--- config.mk ---
export PLATFORM = sky130hd
export DESIGN_NAME = pwm_capture
export DESIGN_NICKNAME = d
export VERILOG_FILES = /design/src/rtl/pwm_capture.sv
export SDC_FILE = /design/constraint.sdc
export NUM_CORES = 1
export LEC_CHECK = 0
export CAP_MARGIN = 10
export CORE_UTILIZATION = 60
export CTS_CLUSTER_SIZE = 25
export DETAILED_ROUTE_END_ITERATION = 10
export DONT_BUFFER_PORTS = 1
export HOLD_SLACK_MARGIN = 0.02
export PLACE_DENSITY = 0.75
export SLEW_MARGIN = 30
export SYNTH_ARGS = -nofsm -noshare
export SYNTH_HDL_FRONTEND = slang
export SYNTH_SLANG_ARGS = --single-unit
--- constraint.sdc ---
create_clock -name clk -period 5.2 [get_ports clk]
set_input_delay 0.26 -clock clk [delete_from_list [all_inputs] [get_ports clk]]
set_output_delay 0.26 -clock clk [all_outputs]
set_load 0.05 [all_outputs]
--- src/rtl/pwm_capture.sv ---
// PWM decoder: measures cycle length and high time between rising edges of an
// asynchronous input and publishes them in the generator's period/width encoding.
module pwm_capture #(
  parameter  int BITS        = 24,
  parameter  int SYNC_STAGES = 2,
  localparam int CW          = BITS + 2
) (
  input  logic          clk,
  input  logic          nreset,
  input  logic          pwm_in,
  output logic [CW-1:0] period,
  output logic [CW-1:0] width,
  output logic          valid,
  output logic          timeout,
  output logic          stuck_level
);

  // state     | meaning
  // WAIT_LOW  | input must be seen low before arming (no edge from a high reset level)
  // WAIT_RISE | armed, first rise starts the first full cycle
  // MEASURE   | every rise closes a cycle and publishes period/width
  typedef enum logic [1:0] {
    WAIT_LOW  = 2'd0,
    WAIT_RISE = 2'd1,
    MEASURE   = 2'd2
  } state_t;

  localparam logic [CW-1:0] MAX = '1;

  logic [SYNC_STAGES-1:0] sync;
  logic [SYNC_STAGES-1:0] fill;
  logic                   s;
  logic                   s_d;
  logic                   rise;
  logic                   primed;
  logic                   fire;
  logic                   publish;
  logic [CW-1:0]          cnt;
  logic [CW-1:0]          hcnt;
  state_t                 state;
  state_t                 state_nxt;

  assign s      = sync[SYNC_STAGES-1];
  assign rise   = s & ~s_d;
  assign fire   = (cnt == MAX) && !rise;
  // The synchronizer holds reset zeros for SYNC_STAGES cycles; a low seen
  // before it refills would let a high input fake a rising edge.
  assign primed = fill[SYNC_STAGES-1];

  always_ff @(posedge clk) begin
    if (!nreset) begin
      sync <= '0;
      fill <= '0;
      s_d  <= 1'b0;
    end else begin
      sync <= {sync[SYNC_STAGES-2:0], pwm_in};
      fill <= {fill[SYNC_STAGES-2:0], 1'b1};
      s_d  <= s;
    end
  end

  always_ff @(posedge clk) begin
    if (!nreset || rise || fire) begin
      cnt <= '0;
    end else if (cnt != MAX) begin
      cnt <= cnt + 1'b1;
    end
  end

  always_ff @(posedge clk) begin
    if (!nreset) begin
      hcnt <= '0;
    end else if (rise) begin
      hcnt <= CW'(1);
    end else if (s && (hcnt != MAX)) begin
      hcnt <= hcnt + 1'b1;
    end
  end

  always_ff @(posedge clk) begin
    if (!nreset) begin
      state <= WAIT_LOW;
    end else begin
      state <= state_nxt;
    end
  end

  always_comb begin
    state_nxt = state;
    publish   = 1'b0;
    if (fire) begin
      state_nxt = s ? WAIT_LOW : WAIT_RISE;
    end else begin
      case (state)
        WAIT_LOW:  if (primed && !s) state_nxt = WAIT_RISE;
        WAIT_RISE: if (rise) state_nxt = MEASURE;
        MEASURE:   if (rise) publish = 1'b1;
        default:   state_nxt = WAIT_LOW;
      endcase
    end
  end

  always_ff @(posedge clk) begin
    if (!nreset) begin
      period      <= '0;
      width       <= '0;
      valid       <= 1'b0;
      timeout     <= 1'b0;
      stuck_level <= 1'b0;
    end else begin
      valid <= publish;
      if (publish) begin
        period  <= cnt;
        width   <= hcnt;
        timeout <= 1'b0;
      end else if (fire) begin
        timeout     <= 1'b1;
        stuck_level <= s;
      end
    end
  end

endmodule

# After elaboration in Yosys (flattened, before gate mapping)
# Index checks and enable logic that the tools add are counted.
[classes] reduce_logical=14 n_addsub=2 mux=11 n_bitwise=4 n_eq_ne=8
[op_table] op="$add 26x1->26 const B" count=2
[op_table] op="$ne 26x26->1 const B" count=2
[op_table] op="$eq 26x26->1 const B" count=1
[op_table] op="$mux 1" count=7
[op_table] op="$mux 2" count=3
[op_table] op="$ne 3x3->1 const B" count=2
[op_table] op="$pmux 2 s3" count=1
[op_table] op="$reduce_or 2->1" count=2
[op_table] op="$logic_and 1x1->1" count=3
[op_table] op="$logic_not 1->1" count=3
[op_table] op="$not 1->1" count=3
[op_table] op="$reduce_and 3->1" count=1
[op_table] op="$eq 2x1->1 const B" count=1
[op_table] op="$eq 2x2->1 const B" count=1
[op_table] op="$logic_not 2->1" count=1
[op_table] op="$logic_or 1x1->1" count=2
[op_table] op="$ne 2x2->1 const B" count=1
[op_table] op="$reduce_and 2->1" count=1
[op_table] op="$reduce_bool 2->1" count=1
[op_table] op="$and 1x1->1" count=1
[word_totals] reg_bits=114 output_inout_bits=55

# Depth between registers and ports, before layout
[logic_depth] word_depth=7 ltp_mapped=8

# Worst setup path before layout
# No wires, ideal clock.
[synth_path] path_kind="flip-flop to flip-flop" start="register hcnt[1]" end="register hcnt[2]" synth_period_minus_slack_ns=2.155 t_arrival_ns=2.087 path_buffers=2 required_ns=5.131 setup_ns=0.069 setup_slack_ns=3.045 stages_incl_launch_ff=9 path_cell_list="dfxtp_1 > ha_1 > and4_4 > or4b_4 > o31ai_4 > buf_6 > buf_12 > o21ai_1 > a21oi_2"
[synth_between] elab_chain_cells=2 word_cells_on_any_way=3
[synth_lines] item="start: declaration" line="39" rtl="logic [CW-1:0] hcnt;"
[synth_lines] item="start signal: assignment" line="76" rtl="hcnt <= hcnt + 1'b1;"
[synth_lines] item="branches (longest 2 deep; another with $add 26x1->26)"
# Parallel ways; which one is timed is not known.
# A chain may end at the register's enable or synchronous reset.

# Worst setup path after layout
[layout_path] start="register hcnt[1]" end="register hcnt[6]"
# The elaborated chain is that of the path after synthesis.

==> impl_metrics.env <==
export IMPL_outcome="finished clean"
export IMPL_gp_congestion=0.8769
export IMPL_setup_viol=0
export IMPL_max_stage_delay_ps=840
export IMPL_synthCells=546
export IMPL_ant_nets=0
export IMPL_cts_buffers=17
export IMPL_wirelength_um=9587
export IMPL_syn_to_final_growth_pct=13.16
export IMPL_netlist_area_mm2=0.004677
export IMPL_clock_sinks=114
export IMPL_synth_seq_cells=114
export IMPL_nets=549
export IMPL_cp_required_ps=5630
export IMPL_die_h_um=90.29
export IMPL_hold_buffers=3
export IMPL_ctsResizeCount=0
export IMPL_timing_final_ws_setup_ps=2480
export IMPL_drt_first_pass_iters=4
export IMPL_wire_per_inst_um=14.64
export IMPL_power_w=0.001959
export IMPL_setup_total_negative_slack_ps=0
export IMPL_slew_headroom=0.3746
export IMPL_start_util=0.6313
export IMPL_cap_violations=0
export IMPL_utilization=0.7144
export IMPL_drc_errors=0
export IMPL_antenna_found_initial=0
export IMPL_syn_num_nets=551
export IMPL_cp_top_family="compound AO/OA/AOI/OAI gates"
export IMPL_fmax_ghz=0.3677
export IMPL_finClkSkew_ps=6.305
export IMPL_drive_above_1_share=0.09712
export IMPL_viasPerCell=5.650
export IMPL_ys_flop_type="dfxtp_1"
export IMPL_io_pins=58
export IMPL_final_common_cell="nand2_1"
export IMPL_postCtsSetupBuffers=0
export IMPL_crit_buf_inv=0
export IMPL_drt_iter0_markers=127
export IMPL_rsz0062_at_grt="false"
export IMPL_ys_warn_count=0
export IMPL_port_buffers=0
export IMPL_arrival_ps=3150
export IMPL_leakagePower_nw=1.691
export IMPL_syn_area_per_cell_um2=8.566
export IMPL_grtUsageTotal=0.2510
export IMPL_synth_edf_count=0
export IMPL_hold_class="input port to flip-flop"
export IMPL_ys_seq_area_frac=0.4880
export IMPL_finalCritPeriodShare=0.5231
export IMPL_path_clk_slew_ps=50
export IMPL_worstSkewPairLatency_ps=510
export IMPL_hold_violations=0
export IMPL_diodes=0
export IMPL_htreeDepth=4
export IMPL_clockBufferDepth=2
export IMPL_core_area_mm2=0.007408
export IMPL_cts_root_buf="clkbuf_8"
export IMPL_startpoint_type="flip-flop"
export IMPL_cts_tree="done"
export IMPL_cp_end_kind="flip-flop"
export IMPL_die_area_mm2=0.008152
export IMPL_grt_max_degree=64
export IMPL_rows=31
export IMPL_vias=3701
export IMPL_placement_setup_worst_slack_ps=2514
export IMPL_die_x_um=90.29
export IMPL_grt_pass1_wl_um=16370
export IMPL_dp_hpwl_um=6027
export IMPL_power_density_mw_per_mm2=370.2
export IMPL_path_cells="ha_1 -> and4_4 -> or4b_4 -> o31ai_4 -> o21ai_0 -> a21oi_1"
export IMPL_slew_violations=0
export IMPL_whs_ps=84.83
export IMPL_slowest_stage="o31ai_4"
export IMPL_crit_type="flip-flop to flip-flop"
export IMPL_mostFrequentLayoutCells="128 x nand2_1, 114 x dfxtp_1, 52 x a21boi_0"
export IMPL_ir_drop_uv=255.6
export IMPL_synthArstFlopShare=0
export IMPL_grt_pass1_vias=3548
export IMPL_grt_ovfl_total=0
export IMPL_crit_fanout=25
export IMPL_tightestPinTransition_ps=938.1
export IMPL_min_period_ps=2720
export IMPL_ys_types=43
-- kinds of logic (layout without fill, tap and decap cells) --
group	after synthesis	count (layout)	synth area share
xor+xnor	29	29	0.05431
simple gates	263	263	0.2619
fa+ha+maj	2	2	0.005350
buf+inv	36	46	0.03478
flops	114	114	0.4880
compound gates	102	102	0.1557
-- area by class of cell --
type,instances,area [µm²]
clock buffer,21,449.2
multi-input combinational,396,2255
tap,99,123.9
timing repair buffer,6,62.56
inverter,9,33.78
sequential,114,2282
fill,611,2116
clock inverter,10,86.33
-- synthesized netlist by cell type, types with 2 or more instances --
master / count / share of area
clkbuf_1: 23 / 0.018
o21ai_0: 11 / 0.012
or4_1: 2 / 0.0032
and2_1: 8 / 0.011
nor3_1: 3 / 0.0032
a21oi_2: 7 / 0.013
xor2_1: 16 / 0.030
nand3_1: 17 / 0.018
ha_1: 2 / 0.0053
inv_1: 9 / 0.0072
nor4_1: 4 / 0.0053
nor3b_1: 2 / 0.0032
dfxtp_1: 114 / 0.49
nand4_1: 18 / 0.024
a211oi_1: 2 / 0.0032
o21ai_2: 5 / 0.0094
a21oi_1: 14 / 0.015
or3_1: 17 / 0.023
nand2_1: 128 / 0.10
and3_1: 7 / 0.0094
and4_1: 6 / 0.011
o21ai_1: 3 / 0.0032
o21a_1: 2 / 0.0032
a21boi_0: 52 / 0.083
xnor2_1: 13 / 0.024
nor2_1: 44 / 0.035
-- state kept, by name (all words and copies together), names as in the netlist --
register and flops:
state 2, cnt 26, s_d 1, hcnt 26, valid 1, sync 2, stuck_level 1, period 26
fill 2, width 26, timeout 1
-- routing by layer --
layer	global-route usage	share of wire	wire length [µm]	up-vias
met1	0.3065	0.47	4552	1737
met4	0.1196	0.018	174	0
met5	0	0	0	-
li1	-	-	-	1857
met2	0.4033	0.45	4311	88
met3	0.07828	0.057	548	19
-- per-stage QoR --
stage | instances | cell area (µm²)
floorplan | 546 | 4677
global placement | 621 | 4701
detailed placement | 621 | 4701
CTS | 655 | 5276
global route | 655 | 5293
finish | 655 | 5293
-- report_power, final --
| part | leakage [nW] | switching (W) | internal [W] | total, W |
|---|---|---|---|---|
| registers | 0.920 | 0.00000526 | 0.000879 | 0.000884 |
| logic | 0.512 | 0.0000224 | 0.0000132 | 0.0000356 |
| clock network | 0.259 | 0.000389 | 0.000650 | 0.00104 |
-- worst reg2reg max path, delay by kind of cell (launching register included) --
family / cells / cell delay, ps
and+or+nand+nor: 2 / 780
adders and majority gates: 1 / 230
AOI/OAI and AO/OA: 3 / 1220
DFF: 1 / 410
-- path summary, 6_finish.rpt --
kind / startpoint / endpoint / slack (ps) / cells past startpoint
setup / recovery: hcnt[1] / hcnt[6] / 2480 / 6
hold / removal: nreset / hcnt[10] / 80 / 3
setup reg to reg: hcnt[1] / hcnt[6] / 2480 / 6
hold reg to reg: fill[0] / fill[1] / 430 / 1
No activity file was read; power rests on OpenSTA's default activity.
